--- src/rtl/micro_sequencer_if.sv ---
// Microinstruction control fields, condition sources and sequencer outputs.
// The master drives the microinstruction side; the sequencer is the slave.
interface micro_sequencer_if #(
    parameter int STATE_W = 7
);
    logic [2:0]         next_sel;
    logic [1:0]         cond_sel;
    logic               cond_inv;
    logic [STATE_W-1:0] cr_addr;
    logic [STATE_W-1:0] enc_addr;
    logic               enc_valid;
    logic               mfc;
    logic               alu_zero;
    logic               alu_cond;
    logic [STATE_W-1:0] current_state;
    logic               illegal_op;
    logic               timeout;
    logic               stack_err;

    modport master (
        output next_sel, cond_sel, cond_inv, cr_addr, enc_addr, enc_valid,
        output mfc, alu_zero, alu_cond,
        input  current_state, illegal_op, timeout, stack_err
    );

    modport slave (
        input  next_sel, cond_sel, cond_inv, cr_addr, enc_addr, enc_valid,
        input  mfc, alu_zero, alu_cond,
        output current_state, illegal_op, timeout, stack_err
    );
endinterface

--- src/rtl/micro_sequencer.sv ---
// Microprogram sequencer: selects the next microstore address each cycle.
// Optional return stack for call/return is enabled by MICROSEQ_RETURN_STACK_EN.
module micro_sequencer #(
    parameter int                 STATE_W     = 7,
    parameter logic [STATE_W-1:0] FETCH_STATE = 7'd1,
    parameter int                 WAIT_LIMIT  = 15,
    parameter int                 STACK_DEPTH = 4
) (
    input  logic           clk,
    input  logic           reset,
    micro_sequencer_if.slave bus
);
    typedef enum logic [2:0] {
        SEL_DISPATCH = 3'd0,
        SEL_FETCH    = 3'd1,
        SEL_BRANCH   = 3'd2,
        SEL_INCR     = 3'd3,
        SEL_JUMP     = 3'd4,
        SEL_CALL     = 3'd5,
        SEL_RETURN   = 3'd6,
        SEL_HOLD     = 3'd7
    } next_sel_e;

    logic [STATE_W-1:0] state_q, state_d;
    logic [3:0]         wait_q, wait_d;
    logic               ill_q, ill_d;
    logic               tmo_q, tmo_d;
    logic [STATE_W-1:0] inc_addr;
    logic               cond_src;
    logic               cond;
    next_sel_e          sel;

    assign sel      = next_sel_e'(bus.next_sel);
    assign inc_addr = state_q + STATE_W'(1);

    always_comb begin
        cond_src = 1'b1;
        case (bus.cond_sel)
            2'd0:    cond_src = bus.mfc;
            2'd1:    cond_src = bus.alu_zero;
            2'd2:    cond_src = bus.alu_cond;
            default: cond_src = 1'b1;
        endcase
        cond = cond_src ^ bus.cond_inv;
    end

`ifdef MICROSEQ_RETURN_STACK_EN
    localparam int SP_W  = $clog2(STACK_DEPTH + 1);
    localparam int IDX_W = (STACK_DEPTH > 1) ? $clog2(STACK_DEPTH) : 1;

    logic [STATE_W-1:0] stack_q [STACK_DEPTH];
    logic [SP_W-1:0]    sp_q, sp_d;
    logic [SP_W-1:0]    top_ptr;
    logic               err_q, err_d;
    logic               push_en;

    assign top_ptr = sp_q - SP_W'(1);
`endif

    always_comb begin
        state_d = state_q;
        wait_d  = '0;
        ill_d   = 1'b0;
        tmo_d   = 1'b0;
`ifdef MICROSEQ_RETURN_STACK_EN
        sp_d    = sp_q;
        err_d   = err_q;
        push_en = 1'b0;
`endif
        case (sel)
            SEL_DISPATCH: begin
                if (bus.enc_valid) begin
                    state_d = bus.enc_addr;
                end else begin
                    state_d = '0;
                    ill_d   = 1'b1;
                end
            end
            SEL_FETCH:  state_d = FETCH_STATE;
            SEL_BRANCH: state_d = cond ? bus.cr_addr : inc_addr;
            SEL_INCR:   state_d = inc_addr;
            SEL_JUMP:   state_d = bus.cr_addr;
`ifdef MICROSEQ_RETURN_STACK_EN
            SEL_CALL: begin
                state_d = bus.cr_addr;
                // A full stack still takes the jump; only the return address is lost.
                if (sp_q == SP_W'(STACK_DEPTH)) begin
                    err_d = 1'b1;
                end else begin
                    push_en = 1'b1;
                    sp_d    = sp_q + SP_W'(1);
                end
            end
            SEL_RETURN: begin
                if (sp_q == '0) begin
                    state_d = '0;
                    err_d   = 1'b1;
                end else begin
                    state_d = stack_q[top_ptr[IDX_W-1:0]];
                    sp_d    = top_ptr;
                end
            end
`else
            SEL_CALL:   state_d = bus.cr_addr;
            SEL_RETURN: state_d = FETCH_STATE;
`endif
            SEL_HOLD: begin
                if (cond) begin
                    state_d = inc_addr;
                end else if (wait_q == 4'(WAIT_LIMIT - 1)) begin
                    // The counter would reach the limit this cycle: abandon the hold.
                    state_d = '0;
                    tmo_d   = 1'b1;
                end else begin
                    wait_d = wait_q + 4'd1;
                end
            end
            default: state_d = state_q;
        endcase
    end

    always_ff @(posedge clk or negedge reset) begin
        if (!reset) begin
            state_q <= '0;
            wait_q  <= '0;
            ill_q   <= 1'b0;
            tmo_q   <= 1'b0;
        end else begin
            state_q <= state_d;
            wait_q  <= wait_d;
            ill_q   <= ill_d;
            tmo_q   <= tmo_d;
        end
    end

`ifdef MICROSEQ_RETURN_STACK_EN
    always_ff @(posedge clk or negedge reset) begin
        if (!reset) begin
            sp_q  <= '0;
            err_q <= 1'b0;
            for (int i = 0; i < STACK_DEPTH; i++) begin
                stack_q[i] <= '0;
            end
        end else begin
            sp_q  <= sp_d;
            err_q <= err_d;
            if (push_en) begin
                stack_q[sp_q[IDX_W-1:0]] <= inc_addr;
            end
        end
    end

    assign bus.stack_err = err_q;
`else
    assign bus.stack_err = 1'b0;
`endif

    assign bus.current_state = state_q;
    assign bus.illegal_op    = ill_q;
    assign bus.timeout       = tmo_q;
endmodule

--- src/flat_wrapper.sv ---
// flat-port wrapper written by rule: the top's interface ports become plain ports
module micro_sequencer_flat 
#(
    parameter int                 STATE_W     = 7,
    parameter logic [STATE_W-1:0] FETCH_STATE = 7'd1,
    parameter int                 WAIT_LIMIT  = 15,
    parameter int                 STACK_DEPTH = 4
)
  (clk, reset, bus_next_sel, bus_cond_sel, bus_cond_inv, bus_cr_addr, bus_enc_addr, bus_enc_valid, bus_mfc, bus_alu_zero, bus_alu_cond, bus_current_state, bus_illegal_op, bus_timeout, bus_stack_err);
  micro_sequencer_if #(.STATE_W(STATE_W)) bus_i ();
  input  logic clk;
  input  logic reset;
  input wire logic [$bits(bus_i.next_sel)-1:0] bus_next_sel;
  input wire logic [$bits(bus_i.cond_sel)-1:0] bus_cond_sel;
  input wire logic [$bits(bus_i.cond_inv)-1:0] bus_cond_inv;
  input wire logic [$bits(bus_i.cr_addr)-1:0] bus_cr_addr;
  input wire logic [$bits(bus_i.enc_addr)-1:0] bus_enc_addr;
  input wire logic [$bits(bus_i.enc_valid)-1:0] bus_enc_valid;
  input wire logic [$bits(bus_i.mfc)-1:0] bus_mfc;
  input wire logic [$bits(bus_i.alu_zero)-1:0] bus_alu_zero;
  input wire logic [$bits(bus_i.alu_cond)-1:0] bus_alu_cond;
  output wire logic [$bits(bus_i.current_state)-1:0] bus_current_state;
  output wire logic [$bits(bus_i.illegal_op)-1:0] bus_illegal_op;
  output wire logic [$bits(bus_i.timeout)-1:0] bus_timeout;
  output wire logic [$bits(bus_i.stack_err)-1:0] bus_stack_err;
  assign bus_i.next_sel = bus_next_sel;
  assign bus_i.cond_sel = bus_cond_sel;
  assign bus_i.cond_inv = bus_cond_inv;
  assign bus_i.cr_addr = bus_cr_addr;
  assign bus_i.enc_addr = bus_enc_addr;
  assign bus_i.enc_valid = bus_enc_valid;
  assign bus_i.mfc = bus_mfc;
  assign bus_i.alu_zero = bus_alu_zero;
  assign bus_i.alu_cond = bus_alu_cond;
  assign bus_current_state = bus_i.current_state;
  assign bus_illegal_op = bus_i.illegal_op;
  assign bus_timeout = bus_i.timeout;
  assign bus_stack_err = bus_i.stack_err;
  micro_sequencer #(.STATE_W(STATE_W), .FETCH_STATE(FETCH_STATE), .WAIT_LIMIT(WAIT_LIMIT), .STACK_DEPTH(STACK_DEPTH)) u_core (.clk(clk), .reset(reset), .bus(bus_i));
endmodule
--- config.mk ---
export PLATFORM = sky130hd
export DESIGN_NAME = micro_sequencer_flat
export DESIGN_NICKNAME = d
export VERILOG_FILES = /design/src/rtl/micro_sequencer_if.sv /design/src/rtl/micro_sequencer.sv /design/src/flat_wrapper.sv
export SDC_FILE = /design/constraint.sdc
export NUM_CORES = 1
export LEC_CHECK = 0
export ABC_CLOCK_PERIOD_IN_PS = 2130
export CAP_MARGIN = 25
export CORE_ASPECT_RATIO = 0.7
export CORE_UTILIZATION = 40
export CTS_CLUSTER_SIZE = 14
export DETAILED_ROUTE_END_ITERATION = 6
export PLACE_DENSITY = 0.81
export SETUP_SLACK_MARGIN = 0.3
export SYNTH_ARGS = -nofsm -noshare
export SYNTH_HDL_FRONTEND = slang
export SYNTH_SLANG_ARGS = --single-unit
export TNS_END_PERCENT = 20
--- constraint.sdc ---
create_clock -name clk -period 2.13 [get_ports clk]
set_clock_uncertainty 0.1 [all_clocks]
set_input_delay 0.426 -clock clk [delete_from_list [all_inputs] [get_ports clk]]
set_output_delay 0.426 -clock clk [all_outputs]
set_load 0.1 [all_outputs]
Yosys cells after proc, flatten, opt, wreduce, memory -nomap -nowiden:

Index checks and enable logic that the tools add are counted.

* add/sub/neg operators: 2
* multipliers: 0
* div/mod/pow operators: 0
* order comparisons: 0
* eq/ne operators: 11
* shifts and indexed selects: 0
* muxes and demuxes: 14
* bitwise logic cells: 1
* reductions and logical operators: 4

Operator list (number)
* one-hot mux 7 bit (6 select lines): 1
* 2-to-1 mux 7 bit: 4
* == test 3 bit, second input constant: 4
* 2-to-1 mux 4 bit: 3
* adder 7 x 1 -> 7 bit, second input constant: 1
* == test 3 x 2 -> 1 bit, second input constant: 2
* 2-to-1 mux 1 bit: 5
* adder 4 x 1 -> 4 bit, second input constant: 1
* == test 4 bit, second input constant: 1
* OR reduction 2 bit: 2
* == test 3 x 1 -> 1 bit, second input constant: 1
* zero test 3 bit: 1
* != test 3 x 1 -> 1 bit, second input constant: 1
* one-hot mux 1 bit (3 select lines): 1
* == test 2 x 1 -> 1 bit, second input constant: 1
* == test 2 bit, second input constant: 1
* zero test 2 bit: 1
* XOR 1 bit: 1

* flip-flop bits (word level): 13
* latch bits: 0
* RAM bits: 0
* memory bits (read-only): 0
* output and inout port bits: 10
* logic and storage cells: 36
* memories: 0

Longest topological paths before layout:

Gate-level depths: netlist (run 1).

* depth in word-level cells: 5
* depth in mapped cells: 6

Worst setup path after synthesis (run 1):

No wires, ideal clock.

* path type: register -> register
* from: register u_core.state_q[1] (netlist: u_core.bus.current_state[1])
* to: register u_core.state_q[6] (netlist: u_core.bus.current_state[6])
* arrival: 2025 ps
* data required time: 1893 ps
* path slack: -132 ps
* cell stages (with the launch flop): 7
* buffers on the path: 0
* period minus slack after synthesis: 2262 ps
* cell sequence: dfrtp_1 ha_1 nand3_1 nor2_1 xor2_1 a222oi_1 a21oi_1

* cells in the longest elaborated chain, start to end: 3
* elaborated cells between the ends (all ways): 4
* those cells by class: 1 x add/sub; 3 x mux

Ends and longest elaborated chain
* from (decl): line micro_sequencer.sv:24 `logic [STATE_W-1:0] state_q, state_d;`
* from (signal assigned): line micro_sequencer.sv:129 `state_q <= state_d;`
* adder 7 x 1 -> 7 bit *: line micro_sequencer.sv:34 `assign inc_addr = state_q + STATE_W'(1);`
* 2-to-1 mux 7 bit (on tied branches): line micro_sequencer.sv:108, micro_sequencer.sv:80
* one-hot mux 7 bit (6 select lines) *: line micro_sequencer.sv:70 `case (sel)`

Mark *: on every way between the ends. The rest lies on a longest branch, timed or not.
A chain may end at the register's enable or synchronous reset.

Worst setup path in the final report (run 1):

* from: input port bus_next_sel[0]
* to: register u_core.state_q[2] (netlist: u_core.bus.current_state[2])

* cells in the longest elaborated chain, start to end: 3
* elaborated cells between the ends (all ways): 12
* those cells by class: 8 x eq/ne; 1 x mux; 3 x reduce/logical

Ends and longest elaborated chain
* from (decl): line flat_wrapper.sv:13 `input wire logic [$bits(bus_i.next_sel)-1:0] bus_next_sel;`
* == test 3 x 1 -> 1 bit or == test 3 bit (tied branches): line micro_sequencer.sv:70
* OR reduction 2 bit (no source line)
* one-hot mux 7 bit (6 select lines): line micro_sequencer.sv:70

Several ways; a longest one is shown, not always the timed one.

==> results of run 1 <==
## worst max path at each step
stage                                            start                                 endpoint  slack, ps  depth (start not counted)
2_1_floorplan  u_core.bus.current_state[5]$_DFFE_PN0P_  u_core.bus.current_state[6]$_DFFE_PN0P_        230                          5
3_3_place_gp                           bus_cond_sel[1]  u_core.bus.current_state[1]$_DFFE_PN0P_       -240                          7
3_5_place_dp                           bus_cond_sel[1]  u_core.bus.current_state[1]$_DFFE_PN0P_       -360                          7
4_1_cts                                   bus_alu_zero  u_core.bus.current_state[2]$_DFFE_PN0P_        300                          8
5_1_grt                                   bus_alu_zero  u_core.bus.current_state[6]$_DFFE_PN0P_        270                          8
6_report                               bus_next_sel[0]  u_core.bus.current_state[2]$_DFFE_PN0P_        390                          5
## power groups by stage
stage | sequential, mW | clock, mW | combinational (mW)
3_5_place_dp | 0.305 | 0 | 0.351
4_1_cts | 0.299 | 0.160 | 0.355
2_1_floorplan | 0.450 | 0 | 0.0875
6_report | 0.300 | 0.157 | 0.359
5_1_grt | 0.304 | 0.173 | 0.379
3_3_place_gp | 0.303 | 0 | 0.345
## routing by layer
| layer | part of all wire (%) | up-vias | global-route usage [%] |
|---|---|---|---|
| li1 | - | 391 | - |
| met1 | 43 | 375 | 24.47 |
| met2 | 47 | 45 | 36.14 |
| met3 | 9.2 | 4 | 8.627 |
| met4 | 1.3 | 0 | 6.250 |
| met5 | 0 | - | 0 |
## synth_stat cells, types with 2 or more instances
master,instances
a222oi_1,5
nand2_1,9
nor2_1,12
nand3_1,5
mux2i_1,2
ha_1,3
a22oi_1,2
xnor2_1,2
a21oi_1,6
xor2_1,4
dfrtp_1,13
inv_1,6
## metrics by stage
stage / util, % / setup WS, ps / TNS [ps]
after CTS: 70.54 / 300.1 / 0
after global routing: 71.49 / 266.7 / 0
after floorplan: - / 233.4 / 0
after detailed placement: 68.49 / -358.3 / -1882
final: 71.49 / 393.1 / 0
after global placement: 68.49 / -243.1 / -1518
## layout make-up
| cell class | instances | share of cell area, % |
|---|---|---|
| timing repair buffer | 41 | 30.27 |
| multi-input combinational | 63 | 36.09 |
| inverter | 6 | 1.840 |
| clock buffer | 4 | 2.147 |
| tap | 21 | 2.147 |
| sequential | 13 | 27.51 |
## sequential cells by signal (all words and copies together) (netlist names)
| name | count |
|---|---|
| u_core.bus.current_state | 7 |
| u_core.wait_q | 4 |
| u_core.bus.illegal_op | 1 |
| u_core.bus.timeout | 1 |
## critical path, cell delays in order
cell and delay [ps]:
clkdlybuf4s50_1 460, and2_1 180, and4_2 280, a222oi_1 370, nand2_1 90
## cell usage in the layout (no fill, tap or decap), types with 2 or more instances in the layout
cell type        Yosys  final
clkdlybuf4s50_1      0     18
dfrtp_1             13      8
clkbuf_2             0      2
ha_1                 3      3
a21oi_1              6      6
buf_4                1     15
dfrtp_2              0      3
a22oi_1              2      2
dfrtp_4              0      2
inv_1                6      6
a222oi_1             5      5
nand3_1              5      5
mux2i_2              1      3
xnor2_1              2      2
nand2_1              9      9
clkdlybuf4s15_1      0      2
xor2_1               4      4
clkbuf_4             0      3
nor2_1              12     11
## cell families (layout without fill, tap and decap cells)
group | after synthesis | in the layout
fa+ha+maj | 3 | 3
buf+inv | 8 | 51
simple gates | 32 | 32
flops | 13 | 13
xor+xnor | 7 | 7
mux | 3 | 3
other cells | 1 | 1
compound gates | 17 | 17
## repair_timing
item,in CTS,in global routing
endpoints found under the setup margin,7,7
gates cloned,0,0
gates resized for setup,13,11
setup buffers,1,0
pin swaps,3,5
==> results.sh, run 1 <==
export IMPL_status="finished, final reports clean"
export IMPL_async_flop_share_pct=100.0
export IMPL_hold_viol_final=0
export IMPL_final_cells=148
export IMPL_nNetsFinal=157
export IMPL_num_fill_cells=147
export IMPL_cts_htree_levels=1
export IMPL_clk_pin_slew_worst_paths_ps=80
export IMPL_p_clk_share_pct=19.3
export IMPL_core_sq_um=1712
export IMPL_drive_above_1_share_pct=27.56
export IMPL_finalPower_mw=0.8157
export IMPL_critical_path_max_fanout=5
export IMPL_fin_area_sq_um=1224
export IMPL_fin_crit_ps=1737
export IMPL_critPathRequiredTime_ps=2190
export IMPL_first_pass_iters=4
export IMPL_yosysSeqAreaShare_pct=41.53
export IMPL_ant_nets=0
export IMPL_place_congestion=0.8363
export IMPL_synth_top_cell_area_share_pct=41.53
export IMPL_r2r_slack_ps=440
export IMPL_placed_area_sq_um=1172
export IMPL_r2r_cells=6
export IMPL_p_seq_share_pct=36.7
export IMPL_rr_endpoint="u_core.bus.current_state[2]$_DFFE_PN0P_"
export IMPL_muxShareOfSynthArea_pct=4.313
export IMPL_setup_worst_path_start_class="primary input"
export IMPL_slew_violations=0
export IMPL_power_switching_mw=0.3497
export IMPL_start_util_pct=45.76
export IMPL_dieArea_sq_um=2142
export IMPL_drc_errors=0
export IMPL_synth_adder_area_share_pct=4.792
export IMPL_critical_path_endpoint_type="register"
export IMPL_grt_max_degree=14
export IMPL_drt_iter0_markers=31
export IMPL_num_io_pins=36
export IMPL_overflow=0
export IMPL_cap_violations=0
export IMPL_clkLatencyLatePin_ps=280
export IMPL_grt_use_total_pct=21.30
export IMPL_hold_depth=1
export IMPL_max_slew_margin_pct=60.32
export IMPL_die_w_um=54.89
export IMPL_cts_tree="done"
export IMPL_holdPathEnd="u_core.wait_q[0]$_DFF_PN0_"
export IMPL_hpwl_um=1568
export IMPL_min_from="u_core.wait_q[0]$_DFF_PN0_"
export IMPL_dr_total_vias=815
export IMPL_finalCritPeriodShare_pct=81.54
export IMPL_critPathArrivalTime_ps=1800
export IMPL_antenna_found_initial=0
export IMPL_syn_area_sq_um=783.3
export IMPL_syn2layout_area_growth_pct=56.23
export IMPL_clock_root_buffer="clkbuf_4"
export IMPL_grt_pass1_vias=742
export IMPL_die_h_um=39.02
export IMPL_yosys_cell_types_count=27
export IMPL_yosysTopAreaCell="dfrtp_1"
export IMPL_yosys_area_share_simple_pct=19.81
export IMPL_yosys_area_share_xor_xnor_pct=8.786
export IMPL_multi_input_area_sq_um=441.7
export IMPL_post_drt_wl_per_cell_um=13.50
export IMPL_hp_class="register to register"
export IMPL_whs_ps=377.1
export IMPL_avgSynthCellArea_sq_um=9.324
export IMPL_p_int_mw=0.4661
export IMPL_ys_seq_elements=13
export IMPL_synthCells=84
export IMPL_grt_pass1_wl_um=3056
export IMPL_rows=12
export IMPL_syn_num_nets=113
export IMPL_n_antenna_cell=0
export IMPL_synthFlopType="dfrtp_1"
export IMPL_fmax_mhz=575.7
export IMPL_place_port_buffers=34
export IMPL_cts_buffers=3
export IMPL_seqCellArea_sq_um=336.6
export IMPL_ir_drop_mv=0.4924
export IMPL_viasPerCell=5.507
export IMPL_rsz0062_at_grt="true"
export IMPL_wl_um=1998
export IMPL_critPathKind="primary input to register"
export IMPL_setup_viol=0
export IMPL_regToRegStartpoint="u_core.wait_q[0]$_DFF_PN0_"
export IMPL_synth_top_family_by_area="simple AND/OR/NAND/NOR gates"
export IMPL_worst_slew_pin_slew_ps=593.3
export IMPL_synth_area_leaders="dfrtp_1 42%, a222oi_1 6.4%, nor2_1 5.8%, ha_1 4.8%, xor2_1 4.5%"
export IMPL_cts_sinks=13
export IMPL_clk_path_buf_depth=2
export IMPL_cts_hold_buf=0
export IMPL_switching_share_pct=42.86
export IMPL_power_density_nw_per_um2=666.6
export IMPL_dp_cells=143
export IMPL_leakagePower_nw=0.5657
export IMPL_p_comb_share_pct=44.0
export IMPL_synth_compound_area_share_pct=15.97
export IMPL_synth_edf_count=0
export IMPL_synth_warnings=0
Power figures use the tool's default switching activity.
==> run 2, diff against run 1 <==
Settings changed: ABC_CLOCK_PERIOD_IN_PS 2130 to 1400, CORE_UTILIZATION 40 to 36, PLACE_DENSITY 0.81 to 0.77.
Clock period 2.13 ns to 1.4 ns, I/O delays scaled along.
==> run 2 against run 1 <==
Against the previous run:
- the run now ends with DRC, setup timing left
- sequential cell count is the same
- register-to-register slack worse by 640 ps
- sequential share of layout area is 5.2 points lower
- via count rose by 14%
- wire length is 36% higher
- final cell count grew 13%
- design area up 25%
- die area is 11% higher
- combinational power is 110% higher
- clock power is 66% higher
- sequential power up 57%
- critical path type unchanged
==> results.sh, run 2 (same netlist as run 1, synthesis figures left out) <==
export IMPL_grt_use_total_pct=23.80
export IMPL_critPathRequiredTime_ps=1480
export IMPL_viasPerCell=5.551
export IMPL_num_fill_cells=134
export IMPL_multi_input_area_sq_um=485.5
export IMPL_cts_htree_levels=1
export IMPL_grt_pass1_wl_um=3870
export IMPL_num_io_pins=36
export IMPL_die_w_um=57.75
export IMPL_post_drt_wl_per_cell_um=16.31
export IMPL_finalWorstSetupSlack_ps=-227.4
export IMPL_seqCellArea_sq_um=340.3
export IMPL_die_h_um=41.03
export IMPL_drc_errors=1
export IMPL_syn2layout_area_growth_pct=94.57
export IMPL_clk_pin_slew_worst_paths_ps=90
export IMPL_ant_nets=0
export IMPL_hold_viol_final=0
export IMPL_wl_met3_um=212
export IMPL_clock_root_buffer="clkbuf_4"
export IMPL_cts_buffers=3
export IMPL_grt_max_degree=14
export IMPL_fmax_mhz=614.5
export IMPL_dr_total_vias=927
export IMPL_start_util_pct=40.13
export IMPL_drive_above_1_share_pct=42.76
export IMPL_r2r_cells=5
export IMPL_place_congestion=0.7306
export IMPL_wl_met1_um=1064
export IMPL_drt_iter0_markers=44
export IMPL_hpwl_um=1971
export IMPL_violations="DRC, setup timing"
export IMPL_overflow=0
export IMPL_final_cell_mix="19 x buf_4, 17 x clkdlybuf4s50_1, 10 x nor2_1, 9 x nand2_1, 9 x buf_12"
export IMPL_critPathKind="primary input to register"
export IMPL_n_antenna_cell=0
export IMPL_critical_path_endpoint_type="register"
export IMPL_maxUsedRoutingLayer="met4"
export IMPL_slew_violations=0
export IMPL_dp_cells=160
export IMPL_cap_violations=0
export IMPL_core_sq_um=1952
export IMPL_status="complete, but fails checks"
export IMPL_cts_sinks=13
export IMPL_finalCritPeriodShare_pct=116.2
export IMPL_leakagePower_nw=0.6991
export IMPL_r2r_slack_ps=-200
export IMPL_power_density_nw_per_um2=974.7
export IMPL_rr_endpoint="u_core.bus.current_state[2]$_DFFE_PN0P_"
export IMPL_setup_viol=15
export IMPL_first_pass_iters=6
export IMPL_antenna_found_initial=0
export IMPL_dieArea_sq_um=2369
export IMPL_critical_path_max_fanout=8
export IMPL_grt_pass1_vias=853
export IMPL_nNetsFinal=175
export IMPL_fin_crit_ps=1627
export IMPL_clk_path_buf_depth=2
export IMPL_final_cells=167
export IMPL_largest_reg_flops=7
export IMPL_wl_um=2724
export IMPL_cts_tree="done"
export IMPL_rows=13
export IMPL_final_common_cell="buf_4"
export IMPL_setup_worst_path_start_class="primary input"
export IMPL_post_route_util_pct=78.08
export IMPL_dr_wl_met2_um=1369
export IMPL_hp_class="primary input to async pin"
export IMPL_regToRegStartpoint="u_core.bus.current_state[1]$_DFFE_PN0P_"
export IMPL_rsz0062_at_grt="true"
export IMPL_ir_drop_mv=0.5450
export IMPL_critPathArrivalTime_ps=1710
export IMPL_clkLatencyLatePin_ps=300
export IMPL_place_port_buffers=34
[run 2: cell count changes in the layout (fill, tap and decap cells not counted), sizes merged]
cell | before | now
clkdlybuf4s15 | 2 | 0
clkbuf | 6 | 5
buf | 17 | 38
dlygate4sd2 | 1 | 2
clkdlybuf4s50 | 18 | 17
[run 2: routing by layer]
metal	up-vias	GRT usage (%)
met5	-	0
met3	7	8.833
met1	442	24.81
met4	0	11.31
met2	53	45.06
li1	425	-
[run 2: final cells by class]
cell class,instances,share of cell area (%)
repair buffers,59,40.80
flip-flops and latches,13,22.33
well taps,22,1.806
clock buffers,4,1.724
inverters,6,1.478
multi-input cells,63,31.86
[run 2: critical path, cell delays in order]
cell      delay [ps]
buf_6             70
mux2i_1          210
mux2i_2          120
xnor2_2          300
mux2i_2          120
buf_4            180
a222oi_1         320
a21oi_1          110
[run 2: stage by stage]
step / hold WS, ps / area (sq um) / setup TNS [ps] / setup slack, ps / total power, mW
floorplan: -115.6 / 818.3 / -1733 / -307.3 / 0.8343
global placement: 412.4 / 1430 / -8711 / -842.0 / 1.158
detailed placement: 424.1 / 1430 / -9424 / -908.4 / 1.176
CTS: 193.4 / 1491 / -1375 / -188.0 / 1.459
global route: 189.2 / 1524 / -2412 / -326.1 / 1.546
finish: 187.6 / 1524 / -1592 / -227.4 / 1.485
[run 2: what timing repair did]
action	4_1_cts	5_1_grt
pin swaps	12	9
gates resized for setup	27	8
hold endpoints to repair	0	0
gates cloned	0	0
hold buffers	0	0
buffers inserted	2	1
setup endpoints to repair	21	22
[run 2: worst max path at each step]
stage                                                  startpoint                                       to  depth (start not counted)
final                                             bus_cond_sel[1]  u_core.bus.current_state[6]$_DFFE_PN0P_                          8
after floorplan           u_core.bus.current_state[1]$_DFFE_PN0P_  u_core.bus.current_state[6]$_DFFE_PN0P_                          6
after global placement                            bus_cond_sel[1]  u_core.bus.current_state[6]$_DFFE_PN0P_                          8
after global routing                              bus_cond_sel[1]  u_core.bus.current_state[1]$_DFFE_PN0P_                          7
after CTS                 u_core.bus.current_state[1]$_DFFE_PN0P_  u_core.bus.current_state[6]$_DFFE_PN0P_                          6
after detailed placement                          bus_cond_sel[1]  u_core.bus.current_state[1]$_DFFE_PN0P_                          7
[run 2: report_power, final]
group          internal, mW  switching, mW
Clock                 0.111          0.149
Sequential            0.419         0.0521
Combinational         0.339          0.415
